--- src/rtl/dmem_arbiter.sv ---
// dmem_arbiter: shares one single-ported, synchronous-read data memory
// between the load/store path (port 0) and a secondary master (port 1).
// At most one access is granted per cycle: round-robin, with an optional
// bounded lock so that one master can burst. Read data returns one cycle
// after the access and is qualified by a per-port valid strobe.
module dmem_arbiter #(
    parameter int ADDR_W   = 32,
    parameter int DATA_W   = 32,
    parameter int MAX_LOCK = 4
) (
    input  logic              clk,
    input  logic              reset,

    input  logic              m0_req,
    input  logic              m0_we,
    input  logic              m0_lock,
    input  logic [ADDR_W-1:0] m0_addr,
    input  logic [DATA_W-1:0] m0_wdata,
    output logic              m0_gnt,
    output logic              m0_rvalid,
    output logic [DATA_W-1:0] m0_rdata,

    input  logic              m1_req,
    input  logic              m1_we,
    input  logic              m1_lock,
    input  logic [ADDR_W-1:0] m1_addr,
    input  logic [DATA_W-1:0] m1_wdata,
    output logic              m1_gnt,
    output logic              m1_rvalid,
    output logic [DATA_W-1:0] m1_rdata,

    output logic              mem_en,
    output logic              mem_we,
    output logic [ADDR_W-1:0] mem_addr,
    output logic [DATA_W-1:0] mem_wdata,
    input  logic [DATA_W-1:0] mem_rdata
);

    // Wide enough to hold 0..MAX_LOCK.
    localparam int CNT_W = (MAX_LOCK < 2) ? 1 : $clog2(MAX_LOCK + 1);
    localparam logic [CNT_W-1:0] CNT_MAX = CNT_W'(MAX_LOCK);

    // Arbitration state.
    logic             last_grant_q, last_grant_d;
    logic             lock_valid_q, lock_valid_d;
    logic             lock_owner_q, lock_owner_d;
    logic [CNT_W-1:0] lock_cnt_q,   lock_cnt_d;
    logic [1:0]       rvalid_q,     rvalid_d;

    logic [1:0] req;
    logic [1:0] gnt;
    logic       owner_req;
    logic       lock_hold;
    logic       grant_port;
    logic       grant_lock;

    assign req       = {m1_req, m0_req};
    assign owner_req = lock_owner_q ? m1_req : m0_req;
    // A lock only survives while its owner keeps requesting; otherwise it
    // is dropped in the same cycle and round-robin takes over.
    assign lock_hold = lock_valid_q & owner_req;

    // Grant selection: live lock first, then round-robin, then sole requester.
    always_comb begin
        // NOTE: every always_comb output gets a default first so no path
        // leaves it unassigned, which would infer a latch.
        gnt = 2'b00;
        if (reset) begin
            gnt = 2'b00;
        end else if (lock_hold) begin
            gnt[lock_owner_q] = 1'b1;
        end else if (req == 2'b11) begin
            gnt[~last_grant_q] = 1'b1;
        end else if (m0_req) begin
            gnt[0] = 1'b1;
        end else if (m1_req) begin
            gnt[1] = 1'b1;
        end
    end

    assign m0_gnt     = gnt[0];
    assign m1_gnt     = gnt[1];
    assign grant_port = gnt[1];
    assign grant_lock = grant_port ? m1_lock : m0_lock;

    // Memory port mux: the granted master drives the memory; idle keeps we low.
    always_comb begin
        mem_en    = |gnt;
        mem_we    = 1'b0;
        mem_addr  = grant_port ? m1_addr  : m0_addr;
        mem_wdata = grant_port ? m1_wdata : m0_wdata;
        if (gnt[1]) begin
            mem_we = m1_we;
        end else if (gnt[0]) begin
            mem_we = m0_we;
        end
    end

    // Next-state for round-robin pointer, lock tracking and read strobes.
    always_comb begin
        last_grant_d = last_grant_q;
        lock_valid_d = lock_hold;
        lock_owner_d = lock_owner_q;
        lock_cnt_d   = lock_hold ? lock_cnt_q : '0;
        rvalid_d     = {gnt[1] & ~m1_we, gnt[0] & ~m0_we};

        if (mem_en) begin
            last_grant_d = grant_port;
            if (grant_lock) begin
                if (lock_hold) begin
                    lock_cnt_d = lock_cnt_q + 1'b1;
                end else begin
                    lock_valid_d = 1'b1;
                    lock_owner_d = grant_port;
                    lock_cnt_d   = CNT_W'(1);
                end
                // Burst budget exhausted: hand back to round-robin, where
                // last_grant lets the other master win the next contention.
                if (lock_cnt_d == CNT_MAX) begin
                    lock_valid_d = 1'b0;
                    lock_cnt_d   = '0;
                end
            end else begin
                lock_valid_d = 1'b0;
                lock_cnt_d   = '0;
            end
        end
    end

    // State registers; reset makes port 0 win the first contention and
    // drops any read strobe still in flight.
    always_ff @(posedge clk or posedge reset) begin
        if (reset) begin
            last_grant_q <= 1'b1;
            lock_valid_q <= 1'b0;
            lock_owner_q <= 1'b0;
            lock_cnt_q   <= '0;
            rvalid_q     <= 2'b00;
        end else begin
            // NOTE: non-blocking assignments so every register samples the
            // pre-edge values, independent of statement order.
            last_grant_q <= last_grant_d;
            lock_valid_q <= lock_valid_d;
            lock_owner_q <= lock_owner_d;
            lock_cnt_q   <= lock_cnt_d;
            rvalid_q     <= rvalid_d;
        end
    end

    assign m0_rvalid = rvalid_q[0];
    assign m1_rvalid = rvalid_q[1];
    assign m0_rdata  = mem_rdata;
    assign m1_rdata  = mem_rdata;

endmodule

--- config.mk ---
export PLATFORM = sky130hd
export DESIGN_NAME = dmem_arbiter
export DESIGN_NICKNAME = d
export VERILOG_FILES = /design/src/rtl/dmem_arbiter.sv
export SDC_FILE = /design/constraint.sdc
export NUM_CORES = 1
export LEC_CHECK = 0
export CORE_AREA = 2 2 117 119
export CTS_BUF_LIST = sky130_fd_sc_hd__clkbuf_8
export DETAILED_ROUTE_END_ITERATION = 10
export DIE_AREA = 0 0 119 121
export PLACE_DENSITY = 0.63
export SYNTH_ARGS = -nofsm -noshare
export SYNTH_HDL_FRONTEND = slang
export SYNTH_SLANG_ARGS = --single-unit
--- constraint.sdc ---
create_clock -name clk -period 1.7 [get_ports clk]
set_clock_uncertainty 0.05 [all_clocks]
set_input_delay 0.34 -clock clk [delete_from_list [all_inputs] [get_ports clk]]
set_output_delay 0.34 -clock clk [all_outputs]
set_load 0.02 [all_outputs]
==> reports/qor.csv, run 1 <==
metric;value;unit
first-pass GRT wire length;11600;um
Synth Cell Area;1720;um^2
Critical Path End Type;output port;
DRT iter0 DRCs;23;
CP max stage delay;440;ps
vias;2044;
Final Hold Fails;0;
post-route insts no fill;539;
ys flop type;dfrtp_1;
Core Util, Final;32.0;%
Via density;3.79;
die footprint;14400;um^2
area of the multi-input gates;1220;um^2
Cell variety after synth;27;
WP data required;1310;ps
RSZ-0062 raised after global routing;yes;
row count;42;
CTS Root Cell;clkbuf_8;
Synth area leaders;mux2_1, buf_4, dfrtp_1, buf_6, nor2b_1;
critical-path cell list;nor2b_4 -> o21ai_4 -> nand2_8 -> buf_12 -> buf_16 -> buf_12 -> mux2_4 -> buf_6;
vias in the first global route;2200;
critical path fanouts, max;5;
fill count;1352;
CTS buffer count;3;
CP top delay family;buffers and inverters;
Post-Syn Instances;186;
Remaining Overflow, GRT;0;
CTS tree;done;
EDFF count, synth;0;
Initial Utilization;13.1;%
most common library cells after synthesis;mux2_1, buf_4, dfrtp_1, nand2_1;
Bufs on Longest Clock Path;2;
maximum VDD drop;0.237;mV
syn avg cell area;9.25;um^2
routed wire length;8260;um
Slowest cell on crit path;dfrtp_2;
synth warn;0;
PwrDens;536;nW/um^2
Relative slew margins;82.6;%
IO buf count;205;
post-synth top area cell;mux2_1;
register area;203;um^2
Critical path buffers and inverters;4;
Hold Path Class;input port to async pin;
Tmin final;2340;ps
run status;finished, violations left;
Routed Antenna Nets;0;
I/O Pins;302;
failing checks;setup timing;
H-tree Lvls;1;
fmax;428;MHz
syn_nets;355;
most frequent CP cell;buf_12;
Slew @ Worst Pin;261;ps
TritonCTS Sinks;8;
Final WS setup;-638;ps
Die H;121;um
hpwl dp;6260;um
Post-layout nets;533;
Slew Viols, Final;0;
Worst Setup Start Kind;flop;
gr usage total;10.3;%
Clock transition at path regs;50;ps
cts hold-fix bufs;0;
Final Setup Violations;68;
Area Overhead vs Synth;143;%
initial antenna violation count;0;
layout cell share with drive strength beyond 1;52.6;%
post-synth top area share;43.2;%
number of max-cap violations;0;
TritonRoute pass-1 iters;2;
largest net degree at the start of global routing;22;
Leak;0.00197;uW
drt drc;0;
gpl congestion;0.752;
ys async rst share;100;%
crit path DAT;1950;ps
Final period util;138;%
Die Span X;119;um
most numerous cell in the Yosys netlist;mux2_1;
Avg WL per Cell;15.3;um
ANT cells;0;
register bit count reported by yosys;8;
Crit Path Class;flop to output port;
Skew-Pair Late Insertion Delay;230;ps
Core Area;13100;um^2
share of the yosys chip area belonging to registers;11.7;%
dpl cells;522;
[layout make-up]
cell class | instances | area share, %
inverters | 6 | 0.598
well taps | 176 | 5.26
clock buffers | 3 | 0.987
repair buffers | 244 | 58.9
clock inverters | 1 | 0.0897
flip-flops and latches | 8 | 4.85
multi-input cells | 101 | 29.3
[cell families (layout without fill, tap and decap cells)]
logic type,Yosys count,in the layout,share of synthesized area (%)
compound gates,11,11,4.80
fa+ha+maj,1,1,0.727
buf+inv,77,254,32.5
flops,8,8,11.7
mux,66,66,43.2
simple gates,23,23,7.05
[report_power, final]
group          internal [uW]  switching (uW)  total, uW  leakage, uW
combinational           1080             658       1740      0.00184
sequential               227            28.7        256     0.000103
clock                    158            89.1        247    0.0000269
[per-layer routing]
metal / track usage [%] / vias up / share of wire (%)
li1: - / 937 / -
met1: 10.2 / 926 / 33
met2: 19.9 / 164 / 53
met3: 4.42 / 17 / 12
met4: 2.16 / 0 / 1.4
met5: 0 / - / 0
[worst paths after layout]
kind / slack [ps] / from / to / cells after the start
setup / recovery: -640 / lock_valid_q / mem_addr[11] / 8
hold / removal: 280 / reset / lock_valid_q / 3
setup reg to reg: -80 / lock_valid_q / lock_owner_q / 10
hold reg to reg: 500 / lock_cnt_q[2] / lock_cnt_q[2] / 2
max in group asynchronous: 1110 / reset / last_grant_q / 3
min in group clk: 500 / lock_cnt_q[2] / lock_cnt_q[2] / 2
[through the flow]
step / total power [uW] / instance area [um^2] / setup TNS [ps] / hold slack [ps] / setup slack [ps]
2_1_floorplan: 1140 / 1860 / -7990 / 136 / -149
5_1_grt: 2360 / 4180 / -39320 / 311 / -704
6_report: 2240 / 4180 / -35410 / 285 / -638
3_3_place_gp: 1710 / 3800 / -64570 / 467 / -982
3_5_place_dp: 1730 / 3800 / -66150 / 501 / -1010
4_1_cts: 2150 / 4030 / -38010 / 289 / -690
[registers in the layout (all words and copies together) (netlist names)]
signal and count:
last_grant_q 1, rvalid_q 2, lock_owner_q 1, lock_valid_q 1
lock_cnt_q 3
[cells in the final DEF, fill, tap and decap left out, types with 2 or more instances in the layout]
cell             instances
nor2_1                   3
mux2_2                  18
dfrtp_1                  6
buf_12                   5
inv_2                    2
nand3_2                  3
buf_6                   47
dlygate4sd2_1            2
clkbuf_8                 3
inv_1                    4
nor2b_4                  3
nor2b_1                  2
nand2b_4                 2
buf_16                   5
mux2_4                  47
nand2_1                  6
buf_2                   20
clkdlybuf4s50_1        134
buf_4                   29
[worst reg2reg max path: cells and delay by family (launching register included)]
kind | cells | cell delay, ps
buf+inv | 6 | 630
flops | 1 | 440
compound gates | 2 | 320
simple gates | 2 | 230
[repair_timing]
item,in CTS,in global routing
setup buffers,9,3
resized for setup,354,56
cloned,5,0
setup endpoints to repair,69,70
pin swaps,3,3
No activity file was read; power rests on OpenSTA's default activity.
==> run 2, diff against run 1 <==
Settings changed: CORE_AREA 2 2 117 119 to 2 2 116 118, DIE_AREA 0 0 119 121 to 0 0 118 120, DONT_BUFFER_PORTS set to 1, MAX_ROUTING_LAYER set to met4, PLACE_DENSITY 0.63 to 0.32.
==> run 2 against run 1 <==
The flow still finishes with violations (setup timing). Count of clock-buffer cells in the layout unchanged. Fmax up 12%. Sequential power down 2%. Worst setup slack better by 240 ps. Final area down 49%. Clock power down 2%. Wire length down 25%. First-iteration DRC count up 39%. Hold slack worse by 220 ps. Global-route usage down 3.6 points. Via count down 41%. Die area down 1.7%. Critical path type unchanged. Largest cell class is now multi-input combinational cells.
==> reports/qor.csv, run 2 (synthesized netlist as in run 1, its figures left out) <==
metric;value;unit;change
run status;finished, violations left;;
failing checks;setup timing;;
Bufs on Longest Clock Path;2;;unchanged
hpwl dp;4450;um;-29%
IO buf count;0;;-100%
fill count;1445;;+6.9%
DRT iter0 DRCs;32;;+39%
RSZ-0062 raised after global routing;yes;;
register area;201;um^2;-0.62%
Largest register FFs;3;;unchanged
Design Power;1570;uW;-30%
Initial Utilization;13.3;%;+0.11 points
Core Area;13000;um^2;-0.80%
Final Hold Fails;0;;unchanged
I/O Pins;302;;unchanged
Leak;0.00109;uW;-44%
Crit Path Class;flop to output port;;
routed wire length;6160;um;-25%
fmax;477;MHz;+12%
Die H;120;um;-0.83%
Tmin final;2100;ps;-243 ps
Int Power;933;uW;-36%
TritonRoute pass-1 iters;4;;+2
post-route insts no fill;324;;-40%
Final period util;123;%;-14 points
row count;42;;unchanged
CTS Root Cell;clkbuf_8;;
number of max-cap violations;0;;unchanged
first-pass GRT wire length;7110;um;-39%
Slew @ Worst Pin;307;ps;+46.6 ps
maximum VDD drop;0.228;mV;-4.0%
WP data required;1310;ps;about the same
Post-layout nets;318;;-40%
critical path fanouts, max;6;;+1
setup slack at placement;-222;ps;+787 ps
CTS tree;done;;
final hold slack;67.0;ps;-218 ps
initial antenna violation count;0;;unchanged
Remaining Overflow, GRT;0;;unchanged
TritonCTS Sinks;8;;unchanged
ANT cells;0;;unchanged
Final WS setup;-395;ps;+243 ps
die footprint;14200;um^2;-1.7%
part of the power in registers;16.0;%;+4.6 points
gr usage total;6.77;%;-3.6 points
R2R setup slack;-50;ps;+30 ps
Largest regs;lock_cnt_q (3), rvalid_q (2);;
clock power share;15.5;%;+4.5 points
Psw;635;uW;-18%
Critical Path End Type;output port;;
gpl congestion;0.676;;-10%
Avg WL per Cell;19.0;um;+24%
PwrDens;734;nW/um^2;+37%
largest net degree at the start of global routing;38;;+73%
drt drc;0;;unchanged
Via density;3.74;;-1.3%
Skew-Pair Late Insertion Delay;230;ps;about the same
Slew Viols, Final;0;;unchanged
vias;1213;;-41%
setup_tns;-24780;ps;+10,630 ps
CTS buffer count;3;;unchanged
logic gate share of total power;68.5;%;-9.1 points
Hold Path Class;input port to async pin;;
sw frac;40.5;%;+5.9 points
Die Span X;118;um;-0.84%
Clock transition at path regs;50;ps;about the same
crit path DAT;1710;ps;-240 ps
area of the multi-input gates;1260;um^2;+2.9%
Relative slew margins;79.3;%;-3.3 points
Worst Setup Start Kind;flop;;
H-tree Lvls;1;;unchanged
layout cell share with drive strength beyond 1;72.3;%;+20 points
Reg with most FFs;lock_cnt_q;;
commonest non-fill, non-tap cell in the layout;mux2_4;;
Area Overhead vs Synth;24.2;%;
vias in the first global route;1138;;-48%
Final Setup Violations;67;;-1.5%
highest-count cells in the layout ignoring fill and taps;mux2_4, buf_4, dfrtp_1;;
dpl cells;304;;-42%
Routed Antenna Nets;0;;unchanged
==> run 2: cell types whose count changed in the layout (fill, tap and decap cells not counted), sizes merged <==
cell and change:
buf -82, clkdlybuf4s15 -2, clkbuf +4, dlygate4sd2 -2
clkdlybuf4s50 -134, dlygate4sd3 +1
==> run 2: layout make-up <==
type                       count  share of cell area [%]
clock buffer                   3                    1.93
clock inverter                 1                   0.176
inverter                       6                    1.05
multi-input combinational    101                    59.0
sequential                     8                    9.43
tap                          176                    10.3
timing repair buffer          29                    18.1
==> run 2: layer usage <==
metal  global-route usage [%]  part of all wire, %  up-vias
li1                         -                    -      507
met1                     6.74                   33      545
met2                     11.6                   51      139
met3                     3.28                   14       22
met4                     2.41                  2.0        0
met5                        -                    0        -
==> run 2: timing repair <==
item | CTS | global route
endpoints found under the hold margin | 3 | 0
endpoints found under the setup margin | 68 | 68
hold buffers | 1 | 0
gates cloned | 2 | 7
pin swaps | 2 | 1
setup buffers | 4 | 4
resized for setup | 16 | 37
==> run 2: path summary, 6_finish.rpt <==
check	end	startpoint	depth (start not counted)
worst min-delay path	lock_valid_q	reset	2
max in group asynchronous	lock_cnt_q[2]	reset	2
min in group clk	rvalid_q[0]	m0_we	1
worst min register to register	lock_cnt_q[2]	lock_cnt_q[2]	2
worst max-delay path	mem_wdata[29]	last_grant_q	6
worst max register to register	lock_owner_q	last_grant_q	8
==> run 2: power by group through the flow <==
| stage | sequential (uW) | clock (uW) | combinational (uW) |
|---|---|---|---|
| 4_1_cts | 252 | 252 | 931 |
| 3_3_place_gp | 254 | 0 | 805 |
| 2_1_floorplan | 257 | 0 | 881 |
| 6_report | 251 | 243 | 1070 |
| 3_5_place_dp | 253 | 0 | 804 |
| 5_1_grt | 258 | 262 | 1130 |
==> run 2: stage by stage <==
step                area [um^2]  utilization (%)
CTS                        1860             14.3
floorplan                  1860                -
global route               2140             16.5
finish                     2140             16.5
detailed placement         1660             12.8
global placement           1660             12.8
==> run 2: critical path, cell delays in order (launching register included) <==
cell	delay, ps
dfstp_2	520
nor2b_4	140
o21ai_2	70
nand2_4	100
buf_12	140
clkbuf_16	150
mux2_4	340
==> run 3, diff against run 2 <==
Settings changed: CORE_AREA 2 2 116 118 to 4 4 114 116, MAX_ROUTING_LAYER met4 to unset, PLACE_DENSITY 0.32 to 0.34.
==> run 3 against run 2 <==
Power grew 1.3%. Global-route usage is 1.9 points higher. Register-to-register slack hardly changed. Clock power rose by 2%. Die area did not move. Hold slack better by 8.5 ps. Critical path depth stayed put. The run still ends with setup timing left. Fmax is 2.1% lower. Sequential cell count unchanged. Final area fell by 1.9%. Utilization up 1.1 points. Critical endpoint is now mem_addr[19]. Critical path type unchanged.
==> reports/qor.csv, run 3 (synthesized netlist as in run 1, its figures left out) <==
metric;value;unit;change
run status;finished, violations left;;
failing checks;setup timing;;
Final period util;126;%;+2.6 points
Final Setup Violations;68;;+1.5%
largest net degree at the start of global routing;21;;-45%
CTS tree;done;;
Routed Antenna Nets;0;;unchanged
I/O Pins;302;;unchanged
r2r startpoint;last_grant_q;;
RR Endpoint;lock_owner_q;;
Final WS setup;-440;ps;-44.5 ps
setup_tns;-27010;ps;-2230 ps
critical path fanouts, max;10;;+4
row count;40;;-4.8%
Die Span X;118;um;unchanged
vias;1268;;+4.5%
Initial Utilization;14.4;%;+1.2 points
highest-count cells in the layout ignoring fill and taps;mux2_4, buf_4, nand2_1, buf_16, dfrtp_1;;
Largest register FFs;3;;unchanged
Worst Setup Start Kind;flop;;
crit path DAT;1750;ps;+40 ps
TritonCTS Sinks;8;;unchanged
H-tree Lvls;1;;unchanged
crit path launch;last_grant_q;;
Die H;120;um;unchanged
Skew-Pair Late Insertion Delay;240;ps;about the same
R2R setup slack;-50;ps;about the same
gr usage total;8.65;%;+1.9 points
Slew Viols, Final;0;;unchanged
vias in the first global route;1298;;+14%
cts hold-fix bufs;0;;-1
IO buf count;0;;unchanged
Worst R2R Path Depth;8;;unchanged
Leak;0.00108;uW;-1.1%
gpl congestion;0.730;;+8.0%
Critical Path End;mem_addr[19];;
Relative slew margins;81.9;%;+2.6 points
Core Util, Final;17.6;%;+1.1 points
Remaining Overflow, GRT;0;;unchanged
TritonRoute pass-1 iters;4;;unchanged
Crit Path Class;flop to output port;;
Tmin final;2140;ps;+44.5 ps
DRT iter0 DRCs;43;;+34%
dpl cells;274;;-9.9%
Slew @ Worst Pin;269;ps;-38.4 ps
routed wire length;7190;um;+17%
WP data required;1310;ps;about the same
number of max-cap violations;0;;unchanged
initial antenna violation count;0;;unchanged
ANT cells;0;;unchanged
hpwl dp;5480;um;+23%
commonest non-fill, non-tap cell in the layout;mux2_4;;
die footprint;14200;um^2;unchanged
drt drc;0;;unchanged
Bufs on Longest Clock Path;2;;unchanged
Via density;4.37;;+17%
Reg with most FFs;lock_cnt_q;;
fmax;467;MHz;-2.1%
Largest regs;lock_cnt_q (3), rvalid_q (2);;
Critical Path End Type;output port;;
CTS Root Cell;clkbuf_8;;
RSZ-0062 raised after global routing;yes;;
maximum VDD drop;0.158;mV;-31%
layout cell share with drive strength beyond 1;72.7;%;+0.43 points
Core Area;11900;um^2;-8.2%
Area Overhead vs Synth;21.9;%;
first-pass GRT wire length;9260;um;+30%
CTS buffer count;3;;unchanged
Hold Path Class;input port to async pin;;
Clock transition at path regs;40;ps;about the same
Avg WL per Cell;24.8;um;+30%
Post-layout nets;313;;-1.6%
Final Hold Fails;0;;unchanged
post-route insts no fill;290;;-10%
PwrDens;758;nW/um^2;+3.3%
==> run 3: critical path, cell delays in order (launching register included) <==
cell and delay, ps:
dfstp_2 520, nor2b_4 140, o21ai_2 80, nand2_4 90, buf_12 150, clkbuf_16 180, mux2_4 340
==> run 3: metal layers <==
metal | GRT usage [%] | up-vias | part of all wire, %
li1 | - | 500 | -
met1 | 8.29 | 583 | 31
met5 | 0 | - | 0
met3 | 5.75 | 29 | 16
met4 | 3.59 | 0 | 4.0
met2 | 14.6 | 156 | 49
==> run 3: power breakdown <==
group          internal (uW)  total, uW  switching (uW)  leakage [uW]
Sequential               227        257            30.1      0.000103
Clock                    158        249            91.4     0.0000269
Combinational            559       1080             523      0.000953
==> run 3: final cells by class <==
type,count,area [um^2]
clock buffer,3,41.3
clock inverter,1,3.75
fill,1305,9810
inverter,6,25.0
multi-input combinational,101,1260
sequential,8,203
tap,147,184
timing repair buffer,24,380
==> run 3: how the worst min path moves through the flow <==
stage | cells past startpoint | to | slack [ps] | from
2_1_floorplan | 1 | lock_cnt_q[0] | 140 | reset
3_3_place_gp | 1 | last_grant_q | 320 | reset
3_5_place_dp | 1 | last_grant_q | 310 | reset
4_1_cts | 1 | last_grant_q | 70 | reset
5_1_grt | 1 | last_grant_q | 80 | reset
6_report | 1 | last_grant_q | 80 | reset
==> run 3: repair_timing <==
action                     in CTS  in global routing
pin swaps                       3                  0
buffers inserted                4                  3
gates resized for setup        51                  5
setup endpoints to repair      68                 68
gates cloned                    4                  3
==> run 3: per-stage QoR <==
step | cell area [um^2] | setup WS (ps) | power, uW | hold WS, ps
2_1_floorplan | 1860 | -149 | 1140 | 136
3_3_place_gp | 1610 | -213 | 1060 | 318
3_5_place_dp | 1610 | -236 | 1060 | 307
4_1_cts | 1980 | -471 | 1530 | 67.8
5_1_grt | 2100 | -513 | 1670 | 83.1
6_report | 2100 | -440 | 1590 | 75.5
